==> src/rtl/eq_node_pkg.sv <==
// ---------------------------------------------------------------------------
// eq_node_pkg
// Shared definitions for the stochastic equality node with edge memory.
//   clog2      : ceiling log2, used to derive the EM address width
//   em_s_legal : edge-memory depth legality (power of two, at least 2)
//   CW_DEFAULT : default width of the hold-event counter
// ---------------------------------------------------------------------------
package eq_node_pkg;

    localparam int CW_DEFAULT = 32'sd8;

    // Ceiling log2 of value; an input of 1 gives 0.
    function automatic int clog2(input int value);
        int res;
        int rem;
        res = 32'sd0;
        rem = value - 32'sd1;
        while (rem > 32'sd0) begin
            res = res + 32'sd1;
            rem = rem >>> 1;
        end
        return res;
    endfunction

    // A legal depth is a power of two no smaller than 2, so the address
    // width covers the memory exactly and every EM_SEL value is valid.
    function automatic bit em_s_legal(input int depth);
        return (depth >= 32'sd2) && ((depth & (depth - 32'sd1)) == 32'sd0);
    endfunction

endpackage

==> src/rtl/eq_node_em_edge_mem.sv <==
// ---------------------------------------------------------------------------
// edge_mem
// Edge memory: shift register of EM_S bits with a combinational read mux.
//   CLK_D2S : system clock
//   RST     : synchronous active-high reset, clears every bit
//   WE      : shift enable; D enters at bit 0, the oldest bit drops out
//   D       : bit to shift in
//   SEL     : read address
//   OUT     : bit at address SEL (pre-edge contents)
// ---------------------------------------------------------------------------
module edge_mem #(
    parameter int EM_S = 8,
    parameter int AW   = 3
) (
    input  logic          CLK_D2S,
    input  logic          RST,
    input  logic          WE,
    input  logic          D,
    input  logic [AW-1:0] SEL,
    output logic          OUT
);

    logic [EM_S-1:0] r_mem;

    // Shift register storage; bit 0 always holds the most recent write.
    always_ff @(posedge CLK_D2S) begin
        if (RST) begin
            r_mem <= '0;
        end else if (WE) begin
            r_mem <= {r_mem[EM_S-2:0], D};
        end else begin
            r_mem <= r_mem;
        end
    end

    // Reads are only consumed on steps that never write, so no bypass is needed.
    assign OUT = r_mem[SEL];

endmodule

==> src/rtl/eq_node_em.sv <==
// ---------------------------------------------------------------------------
// eq_node_em
// Stochastic equality (variable) node with clocked edge memory.
//   CLK_D2S   : system clock
//   RST       : synchronous active-high reset (overrides EN and INIT)
//   EN        : stochastic bit-step enable
//   INIT      : initialisation phase, EM is loaded from c
//   c         : channel stream bit
//   R         : ND stream bits from the PCNs
//   EM_SEL    : random EM read address
//   Q         : registered output stream bit
//   U_Q       : registered regenerative-update indicator
//   INIT_DONE : EM has been completely filled since the last reset
//   HOLD_CNT  : saturating count of hold steps since reset or INIT
// ---------------------------------------------------------------------------
module eq_node_em
    import eq_node_pkg::*;
#(
    parameter int ND   = 2,
    parameter int EM_S = 8,
    parameter int CW   = CW_DEFAULT
) (
    input  logic                     CLK_D2S,
    input  logic                     RST,
    input  logic                     EN,
    input  logic                     INIT,
    input  logic                     c,
    input  logic [ND-1:0]            R,
    input  logic [clog2(EM_S)-1:0]   EM_SEL,
    output logic                     Q,
    output logic                     U_Q,
    output logic                     INIT_DONE,
    output logic [CW-1:0]            HOLD_CNT
);

    localparam int AW = clog2(EM_S);
    // One extra bit so the fill count can represent EM_S itself.
    localparam int FW = AW + 1;
    localparam logic [FW-1:0] FILL_FULL = FW'(EM_S);

    generate
        if (!em_s_legal(EM_S)) begin : g_bad_em_s
            $error("eq_node_em: EM_S must be a power of two and at least 2");
        end
        if (ND < 1) begin : g_bad_nd
            $error("eq_node_em: ND must be at least 1");
        end
    endgenerate

    logic          w_a1;
    logic          w_a0;
    logic          w_u;
    logic          w_write;
    logic          w_em_out;
    logic          w_q_nxt;
    logic          w_uq_nxt;
    logic [FW-1:0] w_fill_nxt;
    logic [CW-1:0] w_hold_nxt;

    logic          r_q;
    logic          r_uq;
    logic          r_done;
    logic [FW-1:0] r_fill;
    logic [CW-1:0] r_hold;

    // Agreement: every input stream and the channel bit carry the same value.
    assign w_a1    = (&R) & c;
    assign w_a0    = (~|R) & ~c;
    assign w_u     = w_a1 | w_a0;
    assign w_write = EN & (INIT | w_u);

    edge_mem #(
        .EM_S (EM_S),
        .AW   (AW)
    ) u_edge_mem (
        .CLK_D2S (CLK_D2S),
        .RST     (RST),
        .WE      (w_write),
        .D       (c),
        .SEL     (EM_SEL),
        .OUT     (w_em_out)
    );

    // Next-state values for the output, fill and hold-statistics registers.
    always_comb begin
        w_q_nxt    = r_q;
        w_uq_nxt   = r_uq;
        w_fill_nxt = r_fill;
        w_hold_nxt = r_hold;
        if (EN) begin
            if (INIT) begin
                w_q_nxt    = c;
                w_uq_nxt   = 1'b0;
                w_hold_nxt = '0;
                w_fill_nxt = (r_fill == FILL_FULL) ? r_fill : r_fill + FW'(1);
            end else if (w_u) begin
                // On agreement c equals the agreed value of every stream.
                w_q_nxt    = c;
                w_uq_nxt   = 1'b1;
                w_fill_nxt = (r_fill == FILL_FULL) ? r_fill : r_fill + FW'(1);
            end else begin
                w_q_nxt    = w_em_out;
                w_uq_nxt   = 1'b0;
                w_hold_nxt = (r_hold == {CW{1'b1}}) ? r_hold : r_hold + CW'(1);
            end
        end else begin
            w_q_nxt = r_q;
        end
    end

    // State registers; EN=0 leaves every next-state value equal to the current one.
    always_ff @(posedge CLK_D2S) begin
        if (RST) begin
            r_q    <= 1'b0;
            r_uq   <= 1'b0;
            r_done <= 1'b0;
            r_fill <= '0;
            r_hold <= '0;
        end else begin
            r_q    <= w_q_nxt;
            r_uq   <= w_uq_nxt;
            r_fill <= w_fill_nxt;
            r_hold <= w_hold_nxt;
            // Sticky until reset; the fill count cannot drop below full.
            r_done <= r_done | (w_fill_nxt == FILL_FULL);
        end
    end

    assign Q         = r_q;
    assign U_Q       = r_uq;
    assign INIT_DONE = r_done;
    assign HOLD_CNT  = r_hold;

endmodule

==> config.mk <==
export PLATFORM = sky130hd
export DESIGN_NAME = eq_node_em
export DESIGN_NICKNAME = d
export VERILOG_FILES = /design/src/rtl/eq_node_pkg.sv /design/src/rtl/eq_node_em_edge_mem.sv /design/src/rtl/eq_node_em.sv
export SDC_FILE = /design/constraint.sdc
export NUM_CORES = 1
export LEC_CHECK = 0
export CAP_MARGIN = 15
export CORE_MARGIN = 4
export CORE_UTILIZATION = 53
export CTS_BUF_LIST = sky130_fd_sc_hd__clkbuf_8
export CTS_CLUSTER_DIAMETER = 50
export DETAILED_ROUTE_END_ITERATION = 10
export PLACE_DENSITY = 0.77
export SYNTH_ARGS = -nofsm -noshare
export SYNTH_HDL_FRONTEND = slang
export SYNTH_HIERARCHICAL = 1
export SYNTH_SLANG_ARGS = --single-unit
==> constraint.sdc <==
create_clock -name CLK_D2S -period 2.16 [get_ports CLK_D2S]
set_input_delay 0.216 -clock CLK_D2S [delete_from_list [all_inputs] [get_ports CLK_D2S]]
set_output_delay 0.216 -clock CLK_D2S [all_outputs]
set_load 0.05 [all_outputs]
==> results.sh <==
export IMPL_globalRouteOverflowTotal=0
export IMPL_setup_total_negative_slack_ns=0
export IMPL_ys_async_sr_fraction_pct=0
export IMPL_drt_iter0_markers=24
export IMPL_synth_area_um2=1174
export IMPL_number_of_flops_mapped_to_enable_cells_by_yosys=0
export IMPL_tritoncts="done"
export IMPL_irDropWorstVdd_uv=435.6
export IMPL_fp_row_count=16
export IMPL_grt_max_degree=13
export IMPL_drt_pre_antenna_iters=4
export IMPL_syn_instance_count=128
export IMPL_initial_antenna_violation_count=0
export IMPL_clk_latency_ns=0.26
export IMPL_post_synth_most_frequent_cells="23 x sky130_fd_sc_hd__dfxtp_1, 20 x sky130_fd_sc_hd__nor2_1, 9 x sky130_fd_sc_hd__mux2i_1, 7 x sky130_fd_sc_hd__nand2_1"
export IMPL_post_cts_setup_buffers=0
export IMPL_post_drt_via_cell_ratio=5.642
export IMPL_seq_area_frac_synth_pct=39.23
export IMPL_multi_input_comb_area_um2=668.1
export IMPL_place_detailed_instances=175
export IMPL_yosys_cell_count_top_type="sky130_fd_sc_hd__dfxtp_1"
export IMPL_fmax_ghz=0.5598
export IMPL_netlist_top_cells_area="sky130_fd_sc_hd__dfxtp_1 39%, sky130_fd_sc_hd__mux2i_1 7.7%, sky130_fd_sc_hd__nor2_1 6.4%, sky130_fd_sc_hd__mux4_1 4.5%, sky130_fd_sc_hd__a211oi_1 3.2%"
export IMPL_final_std_cells_w_o_fill=179
export IMPL_drc=0
export IMPL_port_buffers=20
export IMPL_worstPathRequired_ns=1.94
export IMPL_wl_um=2498
export IMPL_cts_buffers_inserted=3
export IMPL_power_density_cell_area_nw_per_um2=559.5
export IMPL_max_cap_violations=0
export IMPL_synthDistinctLibCells=35
export IMPL_synth_seq_cells=23
export IMPL_worst_case_headroom_to_the_max_slew_limit_pct=66.90
export IMPL_criticalPathCategory="reg2out"
export IMPL_largest_fanout_on_the_critical_path=6
export IMPL_cts_resized=0
export IMPL_cp_start_kind="flip-flop"
export IMPL_syn_mean_instance_area_um2=9.169
export IMPL_antenna_left=0
export IMPL_layout_area_seq_um2=460.4
export IMPL_setup_violations_final=0
export IMPL_skew_ns=0.004391
export IMPL_grt_pass1_vias=967
export IMPL_place_gp_congestion=0.8680
export IMPL_clock_path_buffers=2
export IMPL_starting_density_of_the_core_pct=58.04
export IMPL_final_layout_size_suffix_gt1_share_pct=9.868
export IMPL_final_period_utilization_pct=82.70
export IMPL_p_leak_nw=0.5625
export IMPL_rsz0062_at_grt="no"
export IMPL_outcome="completed"
export IMPL_netlist_area_leader_share_pct=39.23
export IMPL_clock_sink_count=23
export IMPL_gr_usage_all_layers_pct=18.46
export IMPL_place_detailed_hpwl_um=1880
export IMPL_io_pins=21
export IMPL_slew_viol_final=0
export IMPL_timing_worst_slew_pin_value_ns=0.4949
export IMPL_mappedNetlistNets=141
export IMPL_htreeDepth=1
export IMPL_arrival_time_reported_for_the_critical_path_endpoint_ns=1.57
export IMPL_dieArea_um2=3031
export IMPL_post_synth_top_area_cell="sky130_fd_sc_hd__dfxtp_1"
export IMPL_areaGrowthSynthToFinish_pct=25.37
export IMPL_n_fill_cell=175
export IMPL_die_width_um=55.06
export IMPL_nets=166
export IMPL_cts_hold_buffers=0
export IMPL_clock_slew_at_the_register_clock_pins_of_the_worst_setup_and_hold_paths_ns=0.08
export IMPL_finalHoldViolations=0
export IMPL_detail_route_wl_per_cell_um=13.96
export IMPL_timing_final_crit_period_ns=1.786
export IMPL_floorplan_core_area_um2=2022
export IMPL_ys_flop_type="sky130_fd_sc_hd__dfxtp_1"
export IMPL_via_count=1010
export IMPL_end_kind="output port"
export IMPL_wire_length_of_the_first_global_routing_pass_um=4015
export IMPL_die_h_um=55.06
export IMPL_timing_hold_worst_class="reg2reg"
export IMPL_cts_root_buf="sky130_fd_sc_hd__clkbuf_8"
export IMPL_yosys_warnings=6
export IMPL_antenna_cells_inserted=0
[layout make-up]
| cell class | instances | share of cell area [%] |
|---|---|---|
| clock inverters | 1 | 0.2551 |
| well taps | 27 | 2.296 |
| multi-input cells | 94 | 45.41 |
| flip-flops and latches | 23 | 31.29 |
| clock buffers | 3 | 2.806 |
| inverters | 5 | 1.276 |
| repair buffers | 26 | 16.67 |
[worst max-delay path: stages (launching register included)]
cell	delay, ns
sky130_fd_sc_hd__dfxtp_1	0.36
sky130_fd_sc_hd__buf_4	0.15
sky130_fd_sc_hd__clkdlybuf4s50_1	0.80
[cells by family after synthesis]
family          after synthesis  synth area share, %
compound gates               24                15.14
xor+xnor                      6                4.478
fa+ha+maj                     3                3.199
buf+inv                      11                3.838
flops                        23                39.23
mux                          12                13.11
simple gates                 49                21.00
[sequential cells by signal (all words and copies together), names as in the netlist]
register,count
u_edge_mem/r_mem,8
Q,1
HOLD_CNT,8
U_Q,1
r_fill,4
INIT_DONE,1
[through the flow]
| step | total power, mW | area [µm²] | utilization, % | hold WS (ns) | setup slack [ns] |
|---|---|---|---|---|---|
| after detailed placement | 0.5719 | 1426 | 70.54 | 0.4869 | 0.1513 |
| after CTS | 0.8310 | 1471 | 72.77 | 0.4979 | 0.3676 |
| after global routing | 0.8571 | 1471 | 72.77 | 0.5209 | 0.1974 |
| after global placement | 0.5690 | 1426 | 70.54 | 0.4798 | 0.1760 |
| final | 0.8232 | 1471 | 72.77 | 0.4981 | 0.3736 |
| after floorplan | 0.5271 | 1174 | - | 0.3632 | 0.2757 |
[layout by cell type (no fill, tap or decap), drive strengths merged]
cell type and count:
inv 6, o31a 1, nand3 5, a211oi 5, a21oi 6, mux4 2, nand3b 1, a21o 1
nor3b 4, nand2 7, o2111ai 2, and3 1, mux2 1, clkdlybuf4s50 20, o31ai 2, mux2i 9
a41o 1, buf 6, a31oi 1, o21ai 2, nand4 2, or2 1, nor2 20, o41ai 1
dfxtp 23, clkbuf 3, or4 1, xnor2 4, nand2b 1, xor2 2, ha 3, nor3 6
a22oi 1, o21ba 1
[routing by layer]
metal	wire length (µm)	GRT usage, %	up-vias
met5	0	0	-
met4	0	5.263	0
met3	130	3.485	0
met2	1179	31.10	23
met1	1188	23.93	482
li1	-	-	505
[path summary, 6_finish.rpt]
check        cells after the start         from     endpoint  slack [ns]
max                              2  HOLD_CNT[3]  HOLD_CNT[3]        0.37
max reg2reg                      6  HOLD_CNT[0]  HOLD_CNT[5]        0.40
min                              2            Q            Q        0.50
min reg2reg                      2            Q            Q        0.50
[power by group]
part	internal, mW	total, mW	leakage (nW)	switching, mW
clock	0.127	0.260	0.0269	0.134
sequential	0.433	0.442	0.186	0.00949
combinational	0.0566	0.121	0.349	0.0643
total	0.616	0.823	0.563	0.207
Power figures use the tool's default switching activity.
